===== src/rtl/system_0_sysid_ext_pkg.sv =====
// Shared register map, control bit positions and helper functions for the
// system-ID slave; also the single source for software header generation.
package system_0_sysid_ext_pkg;

    localparam int REG_ID    = 0;
    localparam int REG_TS    = 1;
    localparam int REG_INFO  = 2;
    localparam int REG_UP_LO = 3;
    localparam int REG_UP_HI = 4;
    localparam int REG_CTRL  = 5;
    localparam int REG_SCR0  = 6;

    localparam int CTRL_CLR_BIT = 0;
    localparam int CTRL_FRZ_BIT = 1;

    localparam logic [7:0] INFO_VERSION = 8'h02;

    typedef enum logic [2:0] {
        SEL_ID,
        SEL_TS,
        SEL_INFO,
        SEL_UP_LO,
        SEL_UP_HI,
        SEL_CTRL,
        SEL_SCR,
        SEL_NONE
    } reg_sel_e;

    function automatic reg_sel_e decode(input int addr, input int nscr);
        if (addr == REG_ID)    return SEL_ID;
        if (addr == REG_TS)    return SEL_TS;
        if (addr == REG_INFO)  return SEL_INFO;
        if (addr == REG_UP_LO) return SEL_UP_LO;
        if (addr == REG_UP_HI) return SEL_UP_HI;
        if (addr == REG_CTRL)  return SEL_CTRL;
        if (addr >= REG_SCR0 && addr < REG_SCR0 + nscr) return SEL_SCR;
        return SEL_NONE;
    endfunction

    function automatic logic [31:0] info_word(input int nscr, input int upw);
        return {INFO_VERSION, nscr[7:0], upw[7:0], 8'h00};
    endfunction

    // Byte-lane write: lanes with a clear enable keep their old contents.
    function automatic logic [31:0] lane_merge(input logic [31:0] old_word,
                                               input logic [31:0] new_word,
                                               input logic [3:0]  be);
        logic [31:0] res;
        res = old_word;
        for (int b = 0; b < 4; b++) begin
            if (be[b]) res[8*b +: 8] = new_word[8*b +: 8];
        end
        return res;
    endfunction

endpackage


===== src/rtl/system_0_sysid_ext_if.sv =====
// Avalon-MM slave bus bundle for the system-ID block: fixed read latency 1,
// readdatavalid, no waitrequest.
interface system_0_sysid_ext_if #(
    parameter int ADDR_W = 4
);
    logic [ADDR_W-1:0] address;
    logic              read;
    logic              write;
    logic [31:0]       writedata;
    logic [3:0]        byteenable;
    logic [31:0]       readdata;
    logic              readdatavalid;

    modport master (
        output address, read, write, writedata, byteenable,
        input  readdata, readdatavalid
    );

    modport slave (
        input  address, read, write, writedata, byteenable,
        output readdata, readdatavalid
    );
endinterface


===== src/rtl/system_0_sysid_uptime.sv =====
// Free-running uptime counter with clear/freeze and a high-word snapshot that is
// captured on the same edge the low word is read, keeping {HI,LO} coherent.
module system_0_sysid_uptime #(
    parameter int UPTIME_W = 64
) (
    input  logic                clock,
    input  logic                reset,
    input  logic                clr,
    input  logic                freeze,
    input  logic                snap,
    output logic [31:0]         cnt_lo,
    output logic [UPTIME_W-33:0] hi_snap
);
    localparam logic [UPTIME_W-1:0] ONE = UPTIME_W'(1);

    logic [UPTIME_W-1:0]  count;
    logic [UPTIME_W-33:0] hi_q;

    // Clear wins over freeze; the high snapshot is zeroed with the counter.
    always_ff @(posedge clock) begin
        if (reset) begin
            count <= '0;
            hi_q  <= '0;
        end else begin
            if (clr) begin
                count <= '0;
            end else if (!freeze) begin
                count <= count + ONE;
            end

            if (clr) begin
                hi_q <= '0;
            end else if (snap) begin
                hi_q <= count[UPTIME_W-1:32];
            end
        end
    end

    assign cnt_lo  = count[31:0];
    assign hi_snap = hi_q;

endmodule


===== src/rtl/system_0_sysid_ext.sv =====
// System-ID Avalon-MM slave: ID, build timestamp, INFO, coherent 64-bit uptime,
// control (clear/freeze) and byte-writable scratch words; read latency 1.
module system_0_sysid_ext
    import system_0_sysid_ext_pkg::*;
#(
    parameter logic [31:0] ID_VALUE    = 32'h0000_0000,
    parameter logic [31:0] TIMESTAMP   = 32'd0,
    parameter int          NUM_SCRATCH = 2,
    parameter int          UPTIME_W    = 64,
    parameter int          ADDR_W      = 4
) (
    input  logic                clock,
    input  logic                reset,
    system_0_sysid_ext_if.slave bus
);
    int                   addr_int;
    reg_sel_e             sel;
    logic                 wr_ctrl;
    logic                 clr;
    logic                 snap;
    logic                 freeze_q;
    logic [31:0]          cnt_lo;
    logic [UPTIME_W-33:0] hi_snap;
    logic [31:0]          scratch [NUM_SCRATCH];
    logic [31:0]          rd_word;
    logic [31:0]          rd_data_p1;
    logic                 vld_p1;

    assign addr_int = int'(bus.address);
    assign sel      = decode(addr_int, NUM_SCRATCH);
    assign wr_ctrl  = bus.write && (sel == SEL_CTRL);
    assign clr      = wr_ctrl && bus.writedata[CTRL_CLR_BIT];
    assign snap     = bus.read && (sel == SEL_UP_LO);

    system_0_sysid_uptime #(
        .UPTIME_W (UPTIME_W)
    ) u_uptime (
        .clock   (clock),
        .reset   (reset),
        .clr     (clr),
        .freeze  (freeze_q),
        .snap    (snap),
        .cnt_lo  (cnt_lo),
        .hi_snap (hi_snap)
    );

    // FREEZE is taken from the same write that may also carry CLR.
    always_ff @(posedge clock) begin
        if (reset) begin
            freeze_q <= 1'b0;
        end else if (wr_ctrl) begin
            freeze_q <= bus.writedata[CTRL_FRZ_BIT];
        end
    end

    always_ff @(posedge clock) begin
        for (int i = 0; i < NUM_SCRATCH; i++) begin
            if (reset) begin
                scratch[i] <= '0;
            end else if (bus.write && addr_int == REG_SCR0 + i) begin
                scratch[i] <= lane_merge(scratch[i], bus.writedata, bus.byteenable);
            end
        end
    end

    // Read mux sees pre-edge state, so a same-cycle write is not visible here.
    always_comb begin
        rd_word = '0;
        case (sel)
            SEL_ID:    rd_word = ID_VALUE;
            SEL_TS:    rd_word = TIMESTAMP;
            SEL_INFO:  rd_word = info_word(NUM_SCRATCH, UPTIME_W);
            SEL_UP_LO: rd_word = cnt_lo;
            SEL_UP_HI: rd_word = 32'(hi_snap);
            SEL_CTRL:  rd_word[CTRL_FRZ_BIT] = freeze_q;
            SEL_SCR: begin
                for (int i = 0; i < NUM_SCRATCH; i++) begin
                    if (addr_int == REG_SCR0 + i) rd_word = scratch[i];
                end
            end
            default:   rd_word = '0;
        endcase
    end

    // ---- stage p1: registered read response ----
    always_ff @(posedge clock) begin
        if (reset) begin
            vld_p1     <= 1'b0;
            rd_data_p1 <= '0;
        end else begin
            vld_p1 <= bus.read;
            if (bus.read) rd_data_p1 <= rd_word;
        end
    end

    assign bus.readdata      = rd_data_p1;
    assign bus.readdatavalid = vld_p1;

endmodule


===== src/flat_wrapper.sv =====
// flat-port wrapper written by rule: the top's interface ports become plain ports
module system_0_sysid_ext_flat import system_0_sysid_ext_pkg::*;
#(
    parameter logic [31:0] ID_VALUE    = 32'h0000_0000,
    parameter logic [31:0] TIMESTAMP   = 32'd0,
    parameter int          NUM_SCRATCH = 2,
    parameter int          UPTIME_W    = 64,
    parameter int          ADDR_W      = 4
)
  (clock, reset, bus_address, bus_read, bus_write, bus_writedata, bus_byteenable, bus_readdata, bus_readdatavalid);
  system_0_sysid_ext_if #(.ADDR_W(ADDR_W)) bus_i ();
  input  logic clock;
  input  logic reset;
  input wire logic [$bits(bus_i.address)-1:0] bus_address;
  input wire logic [$bits(bus_i.read)-1:0] bus_read;
  input wire logic [$bits(bus_i.write)-1:0] bus_write;
  input wire logic [$bits(bus_i.writedata)-1:0] bus_writedata;
  input wire logic [$bits(bus_i.byteenable)-1:0] bus_byteenable;
  output wire logic [$bits(bus_i.readdata)-1:0] bus_readdata;
  output wire logic [$bits(bus_i.readdatavalid)-1:0] bus_readdatavalid;
  assign bus_i.address = bus_address;
  assign bus_i.read = bus_read;
  assign bus_i.write = bus_write;
  assign bus_i.writedata = bus_writedata;
  assign bus_i.byteenable = bus_byteenable;
  assign bus_readdata = bus_i.readdata;
  assign bus_readdatavalid = bus_i.readdatavalid;
  system_0_sysid_ext #(.ID_VALUE(ID_VALUE), .TIMESTAMP(TIMESTAMP), .NUM_SCRATCH(NUM_SCRATCH), .UPTIME_W(UPTIME_W), .ADDR_W(ADDR_W)) u_core (.clock(clock), .reset(reset), .bus(bus_i));
endmodule

===== config.mk =====
export PLATFORM = sky130hd
export DESIGN_NAME = system_0_sysid_ext_flat
export DESIGN_NICKNAME = d
export VERILOG_FILES = /design/src/rtl/system_0_sysid_ext_pkg.sv /design/src/rtl/system_0_sysid_ext_if.sv /design/src/rtl/system_0_sysid_uptime.sv /design/src/rtl/system_0_sysid_ext.sv /design/src/flat_wrapper.sv
export SDC_FILE = /design/constraint.sdc
export NUM_CORES = 1
export LEC_CHECK = 0
export ABC_AREA = 0
export BUFFER_PORTS_ARGS = -buffer_cell sky130_fd_sc_hd__buf_2
export CAP_MARGIN = 20
export CORE_ASPECT_RATIO = 1.5
export CORE_MARGIN = 4
export CORE_UTILIZATION = 60
export CTS_CLUSTER_DIAMETER = 120
export CTS_CLUSTER_SIZE = 8
export DETAILED_ROUTE_END_ITERATION = 16
export GPL_ROUTABILITY_DRIVEN = 0
export PLACE_DENSITY = 0.82
export SLEW_MARGIN = 20
export SYNTH_ARGS = -nofsm -noshare
export SYNTH_HDL_FRONTEND = slang
export SYNTH_SLANG_ARGS = --single-unit

===== constraint.sdc =====
create_clock -name clock -period 4 [get_ports clock]
set_clock_uncertainty 0.05 [all_clocks]
set_input_delay 1 -clock clock [delete_from_list [all_inputs] [get_ports clock]]
set_output_delay 1 -clock clock [all_outputs]
set_load 0.05 [all_outputs]

Word-level counts from Yosys, hierarchy flattened
Memory sizes are Yosys's and may differ from the RTL's.
Cells that the tools add are included.
{"block": "totals", "reg_bits": 130, "latchBits": 0, "mem_bits_rw": 64, "rom_bits": 0, "output_inout_bits": 33, "word_cells": 115, "n_memories": 1}
{"memory": "u_core.scratch", "depth": 2, "width": 32, "rd": 2, "rd_ports_with_merged_regs": 0, "wr": 2, "line": "system_0_sysid_ext.sv:24", "rtl": "logic [31:0] scratch [NUM_SCRATCH];"}
{"block": "classes", "addsub": 1, "n_mul": 0, "div": 0, "magnitude_cmp": 2, "n_eq_ne": 12, "n_shift": 0, "n_mux": 84, "n_bitwise": 2, "n_reduce_logical": 8}
{"operator": "$mux W8", "count": 24}
{"operator": "$mux W32", "count": 4}
{"operator": "$pmux W30 S4", "count": 1}
{"operator": "$add A64 B1 Y64 const B", "count": 1}
{"operator": "$mux W3", "count": 17}
{"operator": "$mux W1", "count": 36}
{"operator": "$logic_not A32 Y1", "count": 1}
{"operator": "$eq A4 B4 Y1 const B", "count": 4}
{"operator": "$eq A3 B3 Y1 const B", "count": 3}
{"operator": "$eq A4 B3 Y1 const B", "count": 2}
{"operator": "$eq A3 B2 Y1 const B", "count": 2}
{"operator": "$logic_and A1 B1 Y1", "count": 6}
{"operator": "$eq A4 B2 Y1 const B", "count": 1}
{"operator": "$ge A4 B3 Y1 const B", "count": 1}
{"operator": "$lt A4 B4 Y1 const B", "count": 1}
{"operator": "$pmux W1 S4", "count": 1}
{"operator": "$pmux W1 S3", "count": 1}
{"operator": "$or A1 B1 Y1", "count": 2}
{"operator": "$reduce_or A2 Y1", "count": 1}

Longest topological paths before layout
{"block": "logic_depth", "depth_word": 34, "mapped_depth": 8, "depth_no_buf": 6}

Modules after synthesis
From an unflattened synthesis, not the netlist that was laid out.
{"block": "hier_totals", "hier_cells": 834, "area_unflattened_um2": 8684.6}
{"module": "system_0_sysid_ext", "instances": 1, "cells_each": 359, "area_per_inst_um2": 4420.5, "seq_area_each_um2": 2602.5}
{"module": "system_0_sysid_uptime", "instances": 1, "cells_each": 475, "area_per_inst_um2": 4264.1, "seq_area_each_um2": 1921.8}

Worst setup path after synthesis
Ideal clock, no wire load.
{"block": "synth_timing", "path_kind": "input -> register", "start": "input port bus_address[2]", "end": "memory u_core.scratch[0][0] (enable)", "setup_ps": 326, "arrival_ps": 2747, "required_ps": 3624, "slack_ps": 877, "cell_stages": 6, "path_cell_list": "clkbuf_1 -> nor2b_1 -> clkbuf_1 -> nand2_1 -> nor4b_1 -> a21o_1"}
{"element": "from (decl)", "line": "flat_wrapper.sv:14", "rtl": "input wire logic [$bits(bus_i.address)-1:0] bus_address;"}
{"element": "to (decl)", "line": "system_0_sysid_ext.sv:24"}

Worst setup path in the final report
{"block": "layout_timing", "start": "register u_core.u_uptime.count[15]", "end": "register u_core.u_uptime.count[63]"}
{"block": "layout_between", "elab_chain_cells": 1}
{"element": "from (decl)", "line": "system_0_sysid_uptime.sv:16", "rtl": "logic [UPTIME_W-1:0] count;"}
{"element": "from (signal assigned)", "line": "system_0_sysid_uptime.sv:28", "rtl": "count <= count + ONE;"}
{"element": "$add A64 B1 Y64", "line": "system_0_sysid_uptime.sv:28"}
No other way between the ends.
A chain may end at the register's enable or synchronous reset.

==> results.cfg <==
[run_status]
outcome = finished, final reports clean

[cells_and_area]
final_nets = 1025
synthToLayoutAreaGrowth_pct = 12.98
antenna_cells_inserted = 0
finalCoreUtilization_pct = 69.91
final_cells = 1185
nFillCells = 1079
drive_above_1_share_pct = 14.40
multi_input_area_um2 = 3975
fin_area_um2 = 9921
seq_area_um2 = 4524

[logic_synthesis]
synth-compound-area-share_pct = 14.93
synth-simple-area-share_pct = 22.70
synth-seq-cells = 194
syn-instance-count = 929
synth.top_cell.area_share_pct = 29.64
netlist_top_cells_area = dfxtp_1 (30%), edfxtp_1 (22%), a21oi_1 (5.7%)
ys_types = 42
avgSynthCellArea_um2 = 9.452
syn_area_um2 = 8781
syn_nets = 974
synth_top_area_cell = dfxtp_1
synth_flop_cell = dfxtp_1
synth_edf_count = 64
synth_fa_ha_area_share_pct = 0.1425
yosys_warnings = 0
synthMuxAreaShare_pct = 4.617
ys_seq_area_share_pct = 51.52
synth-async-reset-ratio_pct = 0
synth_top_family_by_area = simple AND/OR/NAND/NOR gates
yosys.area_share.xor_xnor_pct = 2.593

[route]
drt_first_iter_violations = 695
final_antenna_net_count = 0
wl_per_cell_um = 19.04
viasPerCell = 6.101
drtPass1Iterations = 7
drt-total-wl_um = 22570
vias = 7230
drc = 0

[grt]
grt_antenna_before_repair = 0
grt_pass1_vias = 6586
grtUsageTotal_pct = 27.36
grt_max_degree = 47
grt_pass1_wl_um = 35520
grt-ovfl-total = 0

[sta]
tns_ps = 0
finalMaxSlewViolations = 0
tightestPinTransition_ps = 940.8
max-slew-margin-rel_pct = 37.28
timing.final.crit_share_pct = 76.03
timing.fmax_mhz = 328.8
rsz0062_at_grt = no
hold_viol_final = 0
finalCriticalPeriod_ps = 3041
setup_violations = 0

[placed_design]
dpl.cell_count = 1153
port_buffers = 76
placed_area_um2 = 9343
dp_hpwl_um = 16090

[critical_path]
worst-r2r-setup-slack_ps = 960
crit_chain = nand4_1 -> nor4_1 -> nand4_1 -> nor4_1 -> mux2_2
worstSetupPathType = reg2reg
critPathLaunchType = flip-flop
cp.required_ps = 4280
cpMaxStageDelayCell = nor4_1
reg2reg_depth = 5
arrival_ps = 3320
end_kind = flip-flop
cp_max_fo = 11
cpPeakStageDelay_ps = 850

[cts]
cts_resized = 0
cts_tree = done
numCtsBuffers = 17
clk_pin_slew_worst_paths_ps = 80
h-tree-depth = 4
holdBufCountCts = 0
cts-root-buf = clkbuf_16
clk_latency_ps = 430
post-cts-setup-buffer-count = 0
clock-sinks = 194
clk_path_buf_depth = 2

[worst_hold_path]
hold_path.class = reg2reg
hold_depth = 2

[die]
dieArea_um2 = 16670
rows = 53
coreArea_um2 = 14190
die_h_um = 156.2
pin_count = 77
start_util_pct = 61.88
die_x_um = 106.8

[power_and_ir_drop]
peakVddDrop_uv = 279.0
leakage_nw = 3.571
p_per_area_nw_per_um2 = 402.2

[flow_run]
maxCapViolCount = 0
## synthesized netlist by cell type (all sizes together), types with 4 or more instances
master / number
o31ai: 10
nand2: 89
nor2b: 34
clkbuf: 57
a21o: 8
buf: 7
mux2: 4
inv: 16
mux2i: 36
o2bb2ai: 28
nand3: 24
xor2: 12
dfxtp: 130
o21ai: 29
a22o: 28
a21oi: 100
and2: 66
or3: 25
nor2: 74
nand4: 22
nor3: 7
or4: 13
xnor2: 14
edfxtp: 64
nor4: 14
## worst paths after layout
kind                                      end                         from
setup / recovery    u_core.u_uptime.count[63]    u_core.u_uptime.count[15]
hold / removal    u_core.u_uptime.hi_snap[21]  u_core.u_uptime.hi_snap[21]
setup reg to reg    u_core.u_uptime.count[63]    u_core.u_uptime.count[15]
hold reg to reg   u_core.u_uptime.hi_snap[21]  u_core.u_uptime.hi_snap[21]
## layer usage
metal	GRT usage [%]	vias up	wire length [µm]
met5	0	-	0
met3	4.679	53	1454
met1	34.59	3436	8777
met4	9.994	0	781
li1	-	3415	-
met2	47.06	326	11550
## stage by stage
step           total power [W]  hold slack (ps)  setup slack [ps]
2_1_floorplan         0.002272            385.7             877.0
3_3_place_gp          0.002357            393.5              1047
3_5_place_dp          0.002360            399.1              1012
4_1_cts               0.003991            410.9              1012
5_1_grt               0.004100            436.3             698.1
6_report              0.003991            412.9             959.0
## sequential cells by signal, indices dropped and copies added (netlist names)
| register | cells |
|---|---|
| u_core.bus.readdata | 32 |
| u_core.bus.readdatavalid | 1 |
| u_core.freeze_q | 1 |
| u_core.scratch | 64 |
| u_core.u_uptime.count | 64 |
| u_core.u_uptime.hi_snap | 32 |
## power breakdown
| group | leakage (nW) | switching (W) | internal, W |
|---|---|---|---|
| Clock | 0.283 | 0.000833 | 0.000837 |
| Combinational | 1.63 | 0.000149 | 0.0000756 |
| Sequential | 1.66 | 0.0000235 | 0.00207 |
| Total | 3.57 | 0.00100 | 0.00299 |
## cell type report
class | count | share of cell area, %
Clock buffer | 17 | 4.288
Clock inverter | 15 | 1.539
Inverter | 16 | 0.6054
Multi-Input combinational cell | 655 | 40.07
Sequential cell | 194 | 45.60
Tap cell | 192 | 2.421
Timing Repair Buffer | 96 | 5.474
## worst max-delay path: cells and delay by family (launching register included)
family,cells,cell delay [ps]
multiplexers,1,370
AND/OR/NAND/NOR,4,2030
flip-flops,1,490
## cells by family after synthesis
| logic type | after synthesis |
|---|---|
| simple gates | 380 |
| compound gates | 208 |
| flops | 194 |
| buf+inv | 80 |
| mux | 40 |
| xor+xnor | 26 |
| fa+ha+maj | 1 |
## cell usage in the layout (no fill, tap or decap), types with 14 or more instances in the layout
master / Yosys / final
dfxtp_1: 130 / 130
a21oi_1: 100 / 100
nand2_1: 89 / 89
buf_2: 3 / 76
nor2_1: 74 / 74
and2_1: 66 / 66
edfxtp_1: 64 / 64
mux2i_1: 36 / 36
nor2b_1: 34 / 33
o21ai_0: 29 / 29
o2bb2ai_1: 28 / 28
a22o_1: 28 / 28
or3_1: 25 / 25
nand3_1: 24 / 24
nand4_1: 21 / 21
buf_4: 0 / 19
clkbuf_16: 0 / 17
inv_1: 16 / 16
xnor2_1: 14 / 14
No activity file was read; power rests on OpenSTA's default activity.
